<file path="config.mk">
export PLATFORM = sky130hd
export DESIGN_NAME = hazard_stall_controller
export DESIGN_NICKNAME = d
export VERILOG_FILES = /design/src/rtl/hazard_stall_controller.sv
export SDC_FILE = /design/constraint.sdc
export NUM_CORES = 1
export LEC_CHECK = 0
export ABC_AREA = 1
export BUFFER_PORTS_ARGS = -buffer_cell sky130_fd_sc_hd__buf_2
export CAP_MARGIN = 0
export CELL_PAD_IN_SITES_DETAIL_PLACEMENT = 0
export CELL_PAD_IN_SITES_GLOBAL_PLACEMENT = 1
export CORE_ASPECT_RATIO = 0.9
export CORE_MARGIN = 2
export CORE_UTILIZATION = 40
export DETAILED_ROUTE_END_ITERATION = 10
export PLACE_DENSITY = 0.91
export SYNTH_ARGS = -nofsm -noshare
export SYNTH_HDL_FRONTEND = slang
export SYNTH_SLANG_ARGS = --single-unit
</file>
<file path="constraint.sdc">
create_clock -name clk -period 5 [get_ports clk]
set_input_delay 0.5 -clock clk [delete_from_list [all_inputs] [get_ports clk]]
set_output_delay 0.5 -clock clk [all_outputs]
set_load 0.05 [all_outputs]
</file>
<file path="src/rtl/hazard_stall_controller.sv">
// Pipeline hazard sequencer: resolves load-use stalls, taken-branch squashes and
// multi-cycle MEM accesses into PC / IF/ID / ID/EX / back-end enable and flush controls.
module hazard_stall_controller #(
    parameter int unsigned LOAD_BUBBLES = 2,
    parameter int unsigned MEM_TIMEOUT  = 15
) (
    input  logic        clk,
    input  logic        rst,
    input  logic [5:0]  IF_ID_src1,
    input  logic [5:0]  IF_ID_src2,
    input  logic        IF_ID_src1_used,
    input  logic        IF_ID_src2_used,
    input  logic [5:0]  ID_EX_RD,
    input  logic        ID_EX_readEN,
    input  logic        EX_branch_taken,
    input  logic        mem_req,
    input  logic        mem_done,
    output logic        PC_EN,
    output logic        IF_ID_EN,
    output logic        IF_ID_flush,
    output logic        ID_EX_bubble,
    output logic        ID_EX_flush,
    output logic        pipe_hold,
    output logic        mem_error,
    output logic [15:0] stall_cycles
);

    typedef enum logic [1:0] {
        ST_RUN        = 2'd0,
        ST_LOAD_STALL = 2'd1,
        ST_MEM_WAIT   = 2'd2
    } state_t;

    localparam logic [1:0] LB_REMAIN  = 2'(LOAD_BUBBLES - 32'd1);
    localparam logic [7:0] TIMEOUT_V  = 8'(MEM_TIMEOUT);

    state_t      state_q,     state_d;
    state_t      resume_q,    resume_d;
    logic [1:0]  remaining_q, remaining_d;
    logic [7:0]  wait_cnt_q,  wait_cnt_d;
    logic        mem_error_q, mem_error_d;
    logic [15:0] stall_q,     stall_d;

    logic hazard_s;
    logic mem_stall_s;
    logic pc_en_s;
    logic if_id_en_s;
    logic if_id_flush_s;
    logic id_ex_bubble_s;
    logic id_ex_flush_s;
    logic pipe_hold_s;
    logic timeout_s;

    // Load in EX whose destination feeds a source actually read by the instruction in ID.
    always_comb begin
        hazard_s = ID_EX_readEN &&
                   ((IF_ID_src1_used && (IF_ID_src1 == ID_EX_RD)) ||
                    (IF_ID_src2_used && (IF_ID_src2 == ID_EX_RD)));
        mem_stall_s = mem_req && !mem_done;
    end

    // Next-state logic and Mealy control outputs; reset forces the idle output set.
    always_comb begin
        state_d        = state_q;
        resume_d       = resume_q;
        remaining_d    = remaining_q;
        wait_cnt_d     = wait_cnt_q;
        pc_en_s        = 1'b1;
        if_id_en_s     = 1'b1;
        if_id_flush_s  = 1'b0;
        id_ex_bubble_s = 1'b0;
        id_ex_flush_s  = 1'b0;
        pipe_hold_s    = 1'b0;
        timeout_s      = 1'b0;

        if (rst) begin
            state_d     = ST_RUN;
            resume_d    = ST_RUN;
            remaining_d = 2'd0;
            wait_cnt_d  = 8'd0;
        end else begin
            case (state_q)
                ST_RUN: begin
                    if (mem_stall_s) begin
                        pc_en_s     = 1'b0;
                        if_id_en_s  = 1'b0;
                        pipe_hold_s = 1'b1;
                        state_d     = ST_MEM_WAIT;
                        wait_cnt_d  = 8'd1;
                        resume_d    = ST_RUN;
                    end else if (EX_branch_taken) begin
                        if_id_flush_s = 1'b1;
                        id_ex_flush_s = 1'b1;
                        state_d       = ST_RUN;
                    end else if (hazard_s) begin
                        pc_en_s        = 1'b0;
                        if_id_en_s     = 1'b0;
                        id_ex_bubble_s = 1'b1;
                        if (LOAD_BUBBLES == 32'd1) begin
                            state_d = ST_RUN;
                        end else begin
                            state_d     = ST_LOAD_STALL;
                            remaining_d = LB_REMAIN;
                        end
                    end else begin
                        state_d = ST_RUN;
                    end
                end

                // Hazard and branch are not looked at here: EX already holds a bubble.
                ST_LOAD_STALL: begin
                    pc_en_s    = 1'b0;
                    if_id_en_s = 1'b0;
                    if (mem_stall_s) begin
                        pipe_hold_s = 1'b1;
                        state_d     = ST_MEM_WAIT;
                        wait_cnt_d  = 8'd1;
                        resume_d    = ST_LOAD_STALL;
                    end else begin
                        id_ex_bubble_s = 1'b1;
                        if (remaining_q <= 2'd1) begin
                            remaining_d = 2'd0;
                            state_d     = ST_RUN;
                        end else begin
                            remaining_d = remaining_q - 2'd1;
                            state_d     = ST_LOAD_STALL;
                        end
                    end
                end

                ST_MEM_WAIT: begin
                    pc_en_s    = 1'b0;
                    if_id_en_s = 1'b0;
                    if (mem_done) begin
                        state_d    = resume_q;
                        wait_cnt_d = 8'd0;
                    end else if (wait_cnt_q >= TIMEOUT_V) begin
                        // Abort: release the back end and drop any interrupted load stall.
                        timeout_s   = 1'b1;
                        state_d     = ST_RUN;
                        resume_d    = ST_RUN;
                        remaining_d = 2'd0;
                        wait_cnt_d  = 8'd0;
                    end else begin
                        pipe_hold_s = 1'b1;
                        wait_cnt_d  = wait_cnt_q + 8'd1;
                    end
                end

                default: begin
                    state_d     = ST_RUN;
                    resume_d    = ST_RUN;
                    remaining_d = 2'd0;
                    wait_cnt_d  = 8'd0;
                end
            endcase
        end
    end

    // Sticky timeout flag and saturating stall-cycle counter.
    always_comb begin
        if (timeout_s) begin
            mem_error_d = 1'b1;
        end else begin
            mem_error_d = mem_error_q;
        end

        if (!pc_en_s && (stall_q != 16'hFFFF)) begin
            stall_d = stall_q + 16'd1;
        end else begin
            stall_d = stall_q;
        end
    end

    // State and status registers with synchronous reset.
    always_ff @(posedge clk) begin
        if (rst) begin
            state_q     <= ST_RUN;
            resume_q    <= ST_RUN;
            remaining_q <= 2'd0;
            wait_cnt_q  <= 8'd0;
            mem_error_q <= 1'b0;
            stall_q     <= 16'd0;
        end else begin
            state_q     <= state_d;
            resume_q    <= resume_d;
            remaining_q <= remaining_d;
            wait_cnt_q  <= wait_cnt_d;
            mem_error_q <= mem_error_d;
            stall_q     <= stall_d;
        end
    end

    assign PC_EN        = pc_en_s;
    assign IF_ID_EN     = if_id_en_s;
    assign IF_ID_flush  = if_id_flush_s;
    assign ID_EX_bubble = id_ex_bubble_s;
    assign ID_EX_flush  = id_ex_flush_s;
    assign pipe_hold    = pipe_hold_s;
    assign mem_error    = mem_error_q;
    assign stall_cycles = stall_q;

endmodule

</file>
==> qor.csv <==
metric;value;unit
gpl congestion;0.907;
largest net degree at the start of global routing;26;
worst hold endpoint;wait_cnt_q[5];
Final setup violation count;0;
Core Area;4860;um2
global route overflow;0;
Clock transition at path regs;0.06;ns
Worst VDD drop;0.151;mV
Die H;71.3;um
Root Driver;clkbuf_8;
site row count;24;
CTS tree;done;
worst reg2reg path depth;7;
hold-fix buffers at CTS;0;
R2R Setup Slk;2.64;ns
HP Class;reg -> reg;
RR Endpoint;stall_cycles[5];
asr flop ratio synth;0;%
antenna violations before repair;0;
placed inst area;2280;um2
vias;2017;
Die X;78.8;um
fin crit share;55.8;%
Avg WL per Cell;10.9;um
Pleak;0.00115;uW
Post-CTS Resized;0;
CTS H-Tree Depth;2;
Fin. Hold Viols;0;
leading area contributor after synthesis;dfxtp_1;
P&R area growth vs syn;17.9;%
Synth Instances;309;
first-pass GRT wire length;7720;um
setup TNS;0;ns
top cells by area, synth;dfxtp_1, nand2_1, inv_1;
Worst Hold Depth;2;
unique cell type count in the Yosys netlist;30;
synthesized area per cell;6.52;um2
Final WS setup;2.21;ns
fmax;358;MHz
GRT Util Overall;17.2;%
DP HPWL;3430;um
pwr dens;228;nW/um2
Worst setup SP type;flop;
critical path required time;4.50;ns
FF-to-FF Start;state_q[0];
Seq/Total Area, Yosys;29.8;%
nets@finish;388;
clk sinks;30;
Tmin final;2.79;ns
Post-CTS Setup Inserts;0;
CP Capture Type;output pin;
via/cell ratio;4.79;
n_diodes;0;
Max Buffers Root-to-Sink;2;
yosys warns;0;
Clock Skew;0.00444;ns
share of the synthesized area in the top cell type;29.8;%
RSZ-0062 raised after global routing;no;
fin. max-slew vios;0;
vias in the first global route;1761;
Final ANT Viol Nets;0;
WP data arrival;2.29;ns
Max FO, Critical Path;16;
Die Area;5620;um2
wirelength, routed;4580;um
Ports;49;
worst-margin pin slew;1.10;ns
pre-CTS setup slack;2.43;ns
synthesized area;2020;um2
Seq cells post-synth;30;
EDFF count, synth;0;
final hold slack;0.441;ns
kind of critical path;reg -> out;
DRC viols;0;
worst relative slew slack;26.7;%
predominant post-synthesis flop cell;dfxtp_1;
worst-skew pair later-pin latency;0.28;ns
drt initial violations;123;
Post-Layout Inst Area;2380;um2
Finished Core Util;48.8;%
initial core utilization;41.4;%
share of cells above drive strength 1;20.2;%
Pre-antenna DRT Iters;5;
min-delay src;wait_cnt_q[5];
Port Buf Inserts;48;
TritonCTS Buffers;5;
syn nets;342;
Max Cap Viol;0;
status;finished, final reports clean;
## synthesized netlist by cell type (2+ instances only)
master,instances
buf_4,3
clkbuf_1,5
a21oi_2,8
dfxtp_1,30
o21ai_0,8
xor2_1,11
nand3_1,15
or2_2,2
a21boi_0,2
ha_1,7
nand2_1,83
xnor2_1,5
nand4_1,16
nor3_1,4
a21oi_1,13
nor2_1,41
nor2_2,2
inv_1,42
## registers in the layout, summed over array words and instances, names as in the netlist
register / flops
stall_cycles: 16
mem_error: 1
wait_cnt_q: 8
remaining_q: 2
state_q: 2
resume_q: 1
## cells by family after synthesis
group                      synth area share, %
and+or+nand+nor                           37.4
buffers and inverters                     10.6
AOI/OAI and AO/OA                         10.9
DFF                                       29.8
xor gates and xnor gates                  6.95
adders and majority gates                 4.34
## per-layer routing
layer / vias up / wire (um) / global-route usage (%)
li1: 1073 / - / -
met1: 883 / 2270 / 23.1
met2: 57 / 1920 / 26.8
met3: 4 / 350 / 4.79
met4: 0 / 42 / 5.94
met5: - / 0 / 0
## final cells by class
cell class	instances	area (um2)
clock buffers	7	86.3
flip-flops and latches	30	601
fillers	516	2490
inverters	43	161
repair buffers	48	240
clock inverters	1	5.00
multi-input cells	227	1200
well taps	65	81.3
## worst max-delay path by stage
stage / cells past startpoint / end / startpoint / slack (ns)
6_report: 6 / IF_ID_EN / state_q[0] / 2.21
5_1_grt: 6 / PC_EN / state_q[0] / 2.00
4_1_cts: 6 / PC_EN / state_q[0] / 2.22
3_5_place_dp: 4 / PC_EN / rst / 2.43
3_3_place_gp: 4 / IF_ID_EN / rst / 2.43
2_1_floorplan: 5 / pipe_hold / wait_cnt_q[0] / 2.41
## where the power goes
part / total, uW / internal [uW] / switching [uW]
combinational: 92.1 / 27.9 / 64.3
clock: 203 / 111 / 91.8
sequential: 248 / 244 / 4.17
## cells in the final DEF, fill, tap and decap left out, types with 4 or more instances in the layout
cell type / synthesis / final
xor2_1: 11 / 11
nand2_1: 83 / 83
inv_1: 42 / 42
dfxtp_1: 30 / 30
a21oi_2: 8 / 8
nor3_1: 4 / 4
nor2_1: 41 / 41
clkbuf_8: 0 / 6
xnor2_1: 5 / 5
o21ai_0: 8 / 8
nand4_1: 16 / 16
ha_1: 7 / 7
buf_2: 0 / 48
a21oi_1: 13 / 13
nand3_1: 15 / 15
## worst max-delay path: stages (launching register included)
cell     delay, ns
dfxtp_1       0.40
inv_1         0.08
ha_1          0.28
nor2_1        0.03
nor2_1        0.82
nand2_1       0.14
buf_2         0.25
## through the flow
stage	cells	power [uW]
finish	421	543
global route	421	573
CTS	421	548
detailed placement	413	345
global placement	413	345
floorplan	309	322
No activity file was read; power rests on OpenSTA's default activity.
